===== config.mk =====
export PLATFORM = sky130hd
export DESIGN_NAME = mux8_select_serializer
export DESIGN_NICKNAME = d
export VERILOG_FILES = /design/src/rtl/mux8_select_serializer.sv
export SDC_FILE = /design/constraint.sdc
export NUM_CORES = 1
export LEC_CHECK = 0
export BUFFER_PORTS_ARGS = -buffer_cell sky130_fd_sc_hd__buf_2
export CORE_MARGIN = 1
export CORE_UTILIZATION = 30
export CTS_BUF_LIST = sky130_fd_sc_hd__clkbuf_4
export CTS_CLUSTER_SIZE = 10
export DETAILED_ROUTE_END_ITERATION = 16
export PLACE_DENSITY = 0.46
export SETUP_SLACK_MARGIN = 0.15
export SYNTH_ARGS = -nofsm -noshare
export SYNTH_HDL_FRONTEND = slang
export SYNTH_SLANG_ARGS = --single-unit

===== constraint.sdc =====
create_clock -name clk -period 3.8 [get_ports clk]
set_input_delay 0.19 -clock clk [delete_from_list [all_inputs] [get_ports clk]]
set_output_delay 0.19 -clock clk [all_outputs]
set_load 0.01 [all_outputs]

===== src/rtl/mux8_select_serializer.sv =====
// mux8_select_serializer
//   Accepts 8-bit words over a valid/ready handshake and buffers one more word
//   in a single skid slot. For each word it steps the 3-bit select of the
//   downstream 8:1 mux through all eight positions, one position per
//   downstream handshake, and also drives the selected bit. This lets the same
//   stage work on its own as a parallel-to-serial converter.
//
// Parameters
//   MSB_FIRST : 0 emits a[0]..a[7], 1 emits a[7]..a[0]
//   IDLE_BIT  : value driven on m_bit while m_valid=0
//
// Ports
//   clk, rst                 rising-edge clock, synchronous active-high reset
//   s_data, s_valid, s_ready upstream word handshake
//   m_ready, m_valid         downstream beat handshake
//   m_bit                    word[{sel_en0,sel_en1,sel_en2}]
//   m_last                   high on the 8th beat of a word
//   sel_en0/1/2              mux select, en0 is the MSB
//   busy                     shifting a word or pending slot occupied
module mux8_select_serializer #(
    parameter bit MSB_FIRST = 1'b0,
    parameter bit IDLE_BIT  = 1'b0
) (
    input  logic       clk,
    input  logic       rst,
    input  logic [7:0] s_data,
    input  logic       s_valid,
    output logic       s_ready,
    input  logic       m_ready,
    output logic       m_valid,
    output logic       m_bit,
    output logic       m_last,
    output logic       sel_en0,
    output logic       sel_en1,
    output logic       sel_en2,
    output logic       busy
);

    localparam int unsigned IDX_W = 3;
    localparam logic [IDX_W-1:0] START_IDX = MSB_FIRST ? IDX_W'(7) : IDX_W'(0);
    localparam logic [IDX_W-1:0] END_IDX   = MSB_FIRST ? IDX_W'(0) : IDX_W'(7);

    typedef enum logic {
        IDLE,
        SHIFT
    } state_t;

    state_t           state;
    logic [IDX_W-1:0] idx;
    logic [7:0]       word_q;
    logic [7:0]       pend_q;
    logic             pend_vld;

    logic             accept;
    logic             beat;
    logic             last_beat;
    logic [IDX_W-1:0] idx_step;

    // Handshake decodes; s_ready comes from registers only.
    assign s_ready   = ~pend_vld;
    assign accept    = s_valid & s_ready;
    assign beat      = m_valid & m_ready;
    assign last_beat = beat & (idx == END_IDX);
    assign idx_step  = MSB_FIRST ? idx - IDX_W'(1) : idx + IDX_W'(1);

    // Output decodes of the state registers; select lines and bit are parked while idle.
    assign m_valid = (state == SHIFT);
    assign m_last  = m_valid & (idx == END_IDX);
    assign m_bit   = m_valid ? word_q[idx] : IDLE_BIT;
    assign {sel_en0, sel_en1, sel_en2} = m_valid ? idx : IDX_W'(0);
    assign busy    = m_valid | pend_vld;

    // Serializer FSM with active word and one-deep skid slot.
    always_ff @(posedge clk) begin
        if (rst) begin
            state    <= IDLE;
            idx      <= IDX_W'(0);
            pend_vld <= 1'b0;
        end else begin
            case (state)
                IDLE: begin
                    if (accept) begin
                        word_q <= s_data;
                        idx    <= START_IDX;
                        state  <= SHIFT;
                    end
                end
                SHIFT: begin
                    if (last_beat) begin
                        idx <= START_IDX;
                        if (pend_vld) begin
                            // Reload from the skid slot: no bubble between words.
                            word_q   <= pend_q;
                            pend_vld <= 1'b0;
                        end else if (accept) begin
                            // Empty slot and a word arriving now: bypass straight in.
                            word_q <= s_data;
                        end else begin
                            state <= IDLE;
                        end
                    end else begin
                        if (beat) begin
                            idx <= idx_step;
                        end
                        if (accept) begin
                            pend_q   <= s_data;
                            pend_vld <= 1'b1;
                        end
                    end
                end
                default: begin
                    state <= IDLE;
                end
            endcase
        end
    end

endmodule


# Word-level counts from Yosys, hierarchy flattened
# Index checks and enable logic that the tools add are counted.
# word_totals
register_bits,21
latchBits,0
ramBits,0
romBits,0
input_bits,12
out_inout_bits,8
wordCells,43
n_memories,0
# classes
add_sub_neg,1
n_mul,0
div_mod_pow,0
n_lt_le_gt_ge,1
eq_ne,4
shifts,0
mux,18
bitwise,9
reduce_logical,5
# ops
operator,n
8-bit two-way mux,3
8-bit one-hot mux with 2 select lines,1
3-bit two-way mux,4
1-bit two-way mux,7
3-bit one-hot mux with 2 select lines,1
2-bit AND reduction,3
1-bit bitwise AND,4
3-bit by 4-bit < comparator with 1-bit output (second input constant),1
1-bit inverter,4
4-bit AND reduction,1
3-bit by 1-bit adder with 3-bit output (second input constant),1
1-bit binary-select mux with 3-bit select,1
3-bit == test (second input constant),1
3-bit by 1-bit inequality test with 1-bit output (second input constant),1
2-bit by 1-bit inequality test with 1-bit output (second input constant),1
2-bit inequality test (second input constant),1
1-bit one-hot mux with 2 select lines,1
2-bit nonzero test,1
1-bit OR,1

# Longest topological paths before layout
# Gate-level depths: netlist of the first run.
# depth
depth_word,6
depth_mapped,5
ltp_nobuf,5

# Least setup slack after synthesis of the first run
# No wires, ideal clock.
# synth_path
path_type,reg-to-reg
start,reg idx[0]
end,"reg pend_q[0], enable pin"
setup_time_ps,383
t_arrival_ps,1526
required_ps,3417
setup_slack_ps,1891
path_stages_with_launch,6
path_buffers,0
synth_period_minus_slack_ps,1909
cell_sequence,dfxtp_1 ha_1 ha_1 nand2_1 nand2_1 nor3_1
# synth_via
elab_chain_cells,4
# synth_lines
element,line_no,source
from (decl),49,logic [IDX_W-1:0] idx;
from (signal assigned),103,idx <= idx_step;
3-bit == test,63,assign last_beat = beat & (idx == END_IDX);
1-bit bitwise AND,63,
1-bit inverter (no line),-,
4-bit AND reduction (no line),-,
to (signal assigned),106,pend_q <= s_data;
to (decl),51,logic [7:0] pend_q;
# No other way between the ends.
# A chain may end at the register's enable or synchronous reset.

# Worst setup path after layout of the first run
# layout_path
start,"reg state, in the netlist m_valid"
end,out m_bit
# layout_via
elab_chain_cells,1
# layout_lines
element,line_no,source
from (decl),48,state_t state;
from (signal assigned),76,state <= IDLE;
from (signal assigned),85,state <= SHIFT;
from (signal assigned),99,state <= IDLE;
1-bit two-way mux,69,assign m_bit = m_valid ? word_q[idx] : IDLE_BIT;
to (decl),31,"output logic m_bit,"
# No other way between the ends.

==> key figures, run 1 <==
Outcome
  • Status: completed

Clock tree
  • Root buffer cell: clkbuf_4
  • TritonCTS buffer count: 3
  • Worst-skew pair later-pin latency: 0.31 ns
  • CTS Buffer Depth: 2
  • Worst-path clk slew: 0.12 ns
  • CTS Hold Buffers Added: 0
  • CTS tree: done
  • Postcts setup bufs: 0
  • CTS HTree Levels: 1
  • Post-cts resize count: 0
  • CTS sink cnt: 21

Synthesis
  • Share of synthesized registers carrying an async set or reset: 0%
  • Top cell type's share of synthesized area: 44.5%
  • #FFs+latches synth: 21
  • Synth Warn #: 0
  • Mapped cell area: 1080 µm²
  • Synth Area in Adders: 2.32%
  • Post-synthesis compound-gate area fraction: 14.3%
  • Avg Inst Size Synth: 11.9 µm²
  • Synth area leader: edfxtp_1
  • Mux contribution to synthesized area: 12.3%
  • Post-synthesis xor/xnor area fraction: 0%
  • Yosys cell types: 26
  • Sequential area share after synthesis: 53.8%
  • Synth Area in Simple Gates: 14.6%
  • Largest family of logic cells by synthesized area: simple AND/OR/NAND/NOR gates
  • Ranking of synthesized cells by area: edfxtp_1 (44%), dfxtp_1 (9.3%), mux2i_1 (7.4%), a21oi_1 (6.0%), a211oi_1 (5.6%)
  • Synth Flop Type: edfxtp_1
  • Syn nets: 105
  • Syn Inst Count: 91
  • Number of synthesized flops with an enable pin: 16

Flow run
  • MaxCap Viol Count: 0

Drt
  • DRC: 0
  • Total wire length: 2090 µm
  • First DRT Iteration DRCs: 42
  • Vias: 759
  • DR vias/cell: 4.90
  • ANT nets after route: 0
  • Wire length per cell: 13.5 µm
  • First-pass iteration count of the detailed router: 4

Worst setup path
  • Crit Path Max Fanout: 25
  • Required @ worst endpoint: 3.61 ns
  • CP Capture Type: primary output
  • Crit path launch type: flop
  • CP max-delay cell: dfxtp_1
  • CP arrival: 1.75 ns
  • Critical-path cell list: and2_1, a22o_1, buf_2
  • Max stage delay on crit path: 0.95 ns
  • Crit Path Category: reg -> out

Layout
  • Finished Layout Cells: 155
  • Commonest non-fill, non-tap cells in the layout: buf_2 (19), edfxtp_1 (16), a21oi_1 (13), nor2b_1 (9)
  • Area Growth Syn to Fin: 15.2%
  • # diodes: 0
  • Fraction of layout cells with a size suffix above 1: 24.8%
  • Most common cell after layout, fill and taps aside: buf_2
  • NumNets Final: 124
  • # fillers: 342
  • Fin util: 36.7%

Placed design
  • GPL Wtd Cong: 0.714
  • Place WS: 1.79 ns
  • IO buf count: 19
  • Dpl cells: 151
  • Detailed Place HPWL: 1410 µm

GRT
  • Largest net degree at the start of global routing: 26
  • Number of global-route vias before repair: 635
  • First-pass GRT wire length: 3290 µm
  • Total track usage: 12.4%
  • Initial antenna violation count: 0
  • GR Overflow Total: 0

Die
  • Die height: 62.0 µm
  • DIE AREA: 3840 µm²
  • # rows: 21
  • Core Area: 3390 µm²
  • IO Pins: 20
  • Initial Util: 31.9%
  • Die width: 62.0 µm

Timing
  • Fmax: 0.515 GHz
  • Worst Setup Slack, final: 1.86 ns
  • RSZ-0062 raised after global routing: false
  • Final worst clock skew: 0.00378 ns
  • Max-slew headroom: 38.6%
  • Worst Tran Pin Value: 0.919 ns
  • # setup viols final: 0
  • Sum Neg Setup Slack: 0 ns
  • Slew Viols, Final: 0
  • Final Hold Fails: 0
  • Min Tclk post-route: 1.94 ns
  • Final worst path period share: 51.1%

Pwr
  • Peak VDD IR: 0.181 mV
  • Lkg Pwr: 0.464 nW
  • Power per Cell Area: 368 nW/µm²

Hold path
  • Hold crit path type: in -> reg
report_power, final:
part	internal, W	leakage [nW]	total, W	switching [W]
clock	0.0000481	0.0184	0.000118	0.0000698
sequential	0.000263	0.190	0.000281	0.0000180
combinational	0.0000314	0.255	0.0000589	0.0000275
cell type report:
type	instances	area (µm²)	area share (%)
well taps	46	57.6	4.63
clock buffers	4	30.0	2.41
repair buffers	20	103	8.25
flip-flops and latches	21	581	46.7
inverters	1	3.75	0.302
multi-input cells	63	469	37.7
critical path: cells and delay by family (launching register included):
kind / cells / cell delay, ns
flops: 1 / 0.95
simple gates: 1 / 0.25
compound gates: 1 / 0.12
buf+inv: 1 / 0.12
registers in the layout, summed over array words and instances (netlist names):
| register | flops |
|---|---|
| idx | 3 |
| pend_q | 8 |
| m_valid | 1 |
| word_q | 8 |
| pend_vld | 1 |
metrics by stage:
step | hold slack [ns] | instance area (µm²) | power (W)
6_report | 0.0626 | 1240 | 0.000458
4_1_cts | 0.0541 | 1240 | 0.000464
5_1_grt | 0.0390 | 1240 | 0.000483
3_3_place_gp | 0.384 | 1210 | 0.000346
3_5_place_dp | 0.385 | 1210 | 0.000346
2_1_floorplan | 0.259 | 1080 | 0.000323
routing by layer:
layer	global-route usage, %	routed length (µm)	vias up
li1	-	-	390
met1	17.5	1100	345
met2	17.8	874	19
met3	4.35	94	5
met4	3.81	24	0
met5	0	0	-
path summary, 6_finish.rpt:
check / from / endpoint / slack (ns) / cells after the start
worst max-delay path: m_valid / m_bit / 1.86 / 3
worst min register to register: idx[2] / idx[2] / 0.51 / 2
worst min-delay path: s_data[4] / pend_q[4] / 0.06 / 1
worst max register to register: idx[0] / word_q[1] / 1.88 / 4
synth_stat cells, drive strengths merged (2+ instances only):
library cell	number
edfxtp	16
mux2i	8
nand3	3
and2	4
buf	2
a211oi	8
dfxtp	5
nand2	4
clkbuf	4
nor2b	9
ha	2
mux4	2
a21oi	13
logic make-up after synthesis:
logic type      count (synthesis)
buf+inv                         7
simple gates                   26
compound gates                 25
fa+ha+maj                       2
flops                          21
mux                            10
(Power assumes the default switching activity.)
==> run 2, diff against run 1 <==
PLACE_DENSITY = 0.48   (was 0.46)
clock period = 1.6 ns   (was 3.8 ns; I/O delays follow)
==> run 2 against run 1 <==
Compared with the run above:
- the flow now finishes with violations (setup timing)
- register-to-register slack got worse by 1.8 ns
- via count increased by 12%
- design area increased by 22%
- combinational power increased to 4.0 times the previous value
- critical path depth unchanged
- first-iteration DRC count increased by 38%
- sequential power increased by 130%
- count of clock-buffer cells in the layout decreased by 1
- hold slack got worse by 0.022 ns
- sequential share of layout area decreased by 8.1 points
- largest power group unchanged
==> key figures, run 2 (synthesis gave the netlist of run 1 again) <==
Outcome
  • Status: finished with violations
  • Failing checks: setup timing

Pwr
  • Power per Cell Area: 756 nW/µm²
  • Net Sw Frac: 26.5%
  • Psw: 0.000305 W
  • Flop pwr share: 56.1%
  • Clk pwr share: 23.5%
  • Combinational power share: 20.4%
  • Power Internal: 0.000846 W
  • Lkg Pwr: 0.579 nW
  • Peak VDD IR: 0.463 mV

Placed design
  • GPL Wtd Cong: 0.746
  • IO buf count: 19
  • Dpl cells: 155
  • Detailed Place HPWL: 1600 µm

Layout
  • # fillers: 307
  • Most common cell after layout, fill and taps aside: buf_2
  • Multi-input gate area: 519 µm²
  • Fraction of layout cells with a size suffix above 1: 40.9%
  • NumNets Final: 147
  • # diodes: 0
  • Finished Layout Cells: 178
  • FF/Latch Area: 587 µm²
  • Commonest non-fill, non-tap cells in the layout: buf_2 (18), edfxtp_1 (16), a21oi_1 (12), buf_4 (12), nor2b_1 (9)
  • Area Growth Syn to Fin: 41.0%
  • Largest regs: pend_q x8, word_q x8, idx x3

GRT
  • Number of global-route vias before repair: 721
  • Initial antenna violation count: 0
  • Largest net degree at the start of global routing: 20
  • First-pass GRT wire length: 3690 µm
  • Total track usage: 14.0%
  • GR Overflow Total: 0

Flow run
  • MaxCap Viol Count: 0

Worst setup path
  • Required @ worst endpoint: 1.52 ns
  • Crit Path Category: reg -> out
  • Worst r2r src: idx[0]
  • Worst r2r dst: pend_q[3]
  • Number of cells on the critical path: 3
  • Worst setup path startpoint: word_q[1]
  • Worst Path Buf+Inv: 1
  • CP max-delay cell: mux4_2
  • Reg2Reg Depth: 7
  • Crit path launch type: flop
  • Max stage delay on crit path: 0.47 ns
  • Crit Path Max Fanout: 2
  • CP delay by family, top: multiplexers
  • CP arrival: 1.59 ns
  • Register-to-Register Setup Slack: 0.08 ns
  • Critical-path cell list: mux4_2, a22o_1, buf_2
  • CP endpoint: m_bit
  • CP Capture Type: primary output

Drt
  • Total wire length: 2430 µm
  • First DRT Iteration DRCs: 58
  • DR vias/cell: 4.78
  • Vias: 850
  • First-pass iteration count of the detailed router: 4
  • Wire length per cell: 13.6 µm
  • ANT nets after route: 0
  • DRC: 0

Die
  • Core Area: 3390 µm²
  • Initial Util: 31.9%
  • DIE AREA: 3840 µm²
  • Die height: 62.0 µm
  • # rows: 21
  • Die width: 62.0 µm
  • IO Pins: 20

Clock tree
  • CTS Buffer Depth: 2
  • CTS sink cnt: 21
  • Worst-skew pair later-pin latency: 0.31 ns
  • TritonCTS buffer count: 3
  • Root buffer cell: clkbuf_4
  • CTS HTree Levels: 1
  • Worst-path clk slew: 0.13 ns
  • CTS tree: done

Timing
  • Final Hold Fails: 0
  • Fmax: 0.600 GHz
  • Max-slew headroom: 77.3%
  • Min Tclk post-route: 1.67 ns
  • Final worst clock skew: 0.00700 ns
  • Final worst path period share: 104%
  • # setup viols final: 1
  • Worst Setup Slack, final: -0.0680 ns
  • RSZ-0062 raised after global routing: true
  • Slew Viols, Final: 0
  • Worst Tran Pin Value: 0.341 ns
  • Sum Neg Setup Slack: -0.0680 ns

Hold path
  • Hold crit path type: in -> reg
  • Hold path depth: 2
-- run 2: cell types whose count changed in the layout (fill, tap and decap cells not counted), sizes merged --
cell / previous run / this run
buf: 20 / 35
clkbuf: 4 / 3
clkinvlp: 0 / 1
dlygate4sd3: 0 / 8
-- run 2: power by group through the flow --
stage                     sequential, W  clock [W]  combinational, W
after detailed placement       0.000662          0          0.000183
after CTS                      0.000647   0.000279          0.000219
after global placement         0.000662          0          0.000182
after global routing           0.000650   0.000296          0.000261
final                          0.000645   0.000270          0.000235
after floorplan                0.000651          0          0.000122
-- run 2: final cells by class --
type,count,area share [%]
multi-input combinational,63,34.1
inverter,1,0.247
timing repair buffer,43,21.4
sequential,21,38.5
clock buffer,3,1.48
tap,46,3.78
clock inverter,1,0.493
-- run 2: worst register-to-register path: stages (launching register included) --
cell	delay (ns)
dfxtp_4	0.38
buf_6	0.12
ha_4	0.15
ha_4	0.17
nand2_4	0.08
nand2_4	0.05
nor3_4	0.14
buf_12	0.15
-- run 2: worst min-delay path by stage --
stage          startpoint        end  slack, ns
2_1_floorplan         rst     idx[1]       0.14
3_3_place_gp    s_data[1]  pend_q[1]       0.27
3_5_place_dp    s_data[6]  pend_q[6]       0.27
4_1_cts               rst     idx[0]       0.04
5_1_grt               rst     idx[0]       0.06
6_report              rst     idx[0]       0.04
-- run 2: per-stage QoR --
step	cell area, µm²	power [W]	hold slack (ns)	utilization [%]	setup slack [ns]
2_1_floorplan	1130	0.000773	0.142	-	0.126
3_3_place_gp	1310	0.000843	0.273	38.6	0.108
3_5_place_dp	1310	0.000845	0.273	38.6	0.0951
4_1_cts	1470	0.00115	0.0405	43.4	-0.0802
5_1_grt	1520	0.00121	0.0569	44.9	-0.115
6_report	1520	0.00115	0.0410	44.9	-0.0680
-- run 2: repair_timing --
| action | 4_1_cts | 5_1_grt |
|---|---|---|
| hold buffers | 8 | 0 |
| setup endpoints to repair | 9 | 22 |
| endpoints found under the hold margin | 8 | 0 |
| buffers inserted | 7 | 4 |
| resized for setup | 4 | 6 |
| pin swaps | 3 | 5 |
-- run 2: per-layer routing --
metal	global-route usage, %	share of wire [%]
met1	20.0	52
met2	20.1	43
met4	4.76	1.6
met3	4.35	3.8
met5	0	0
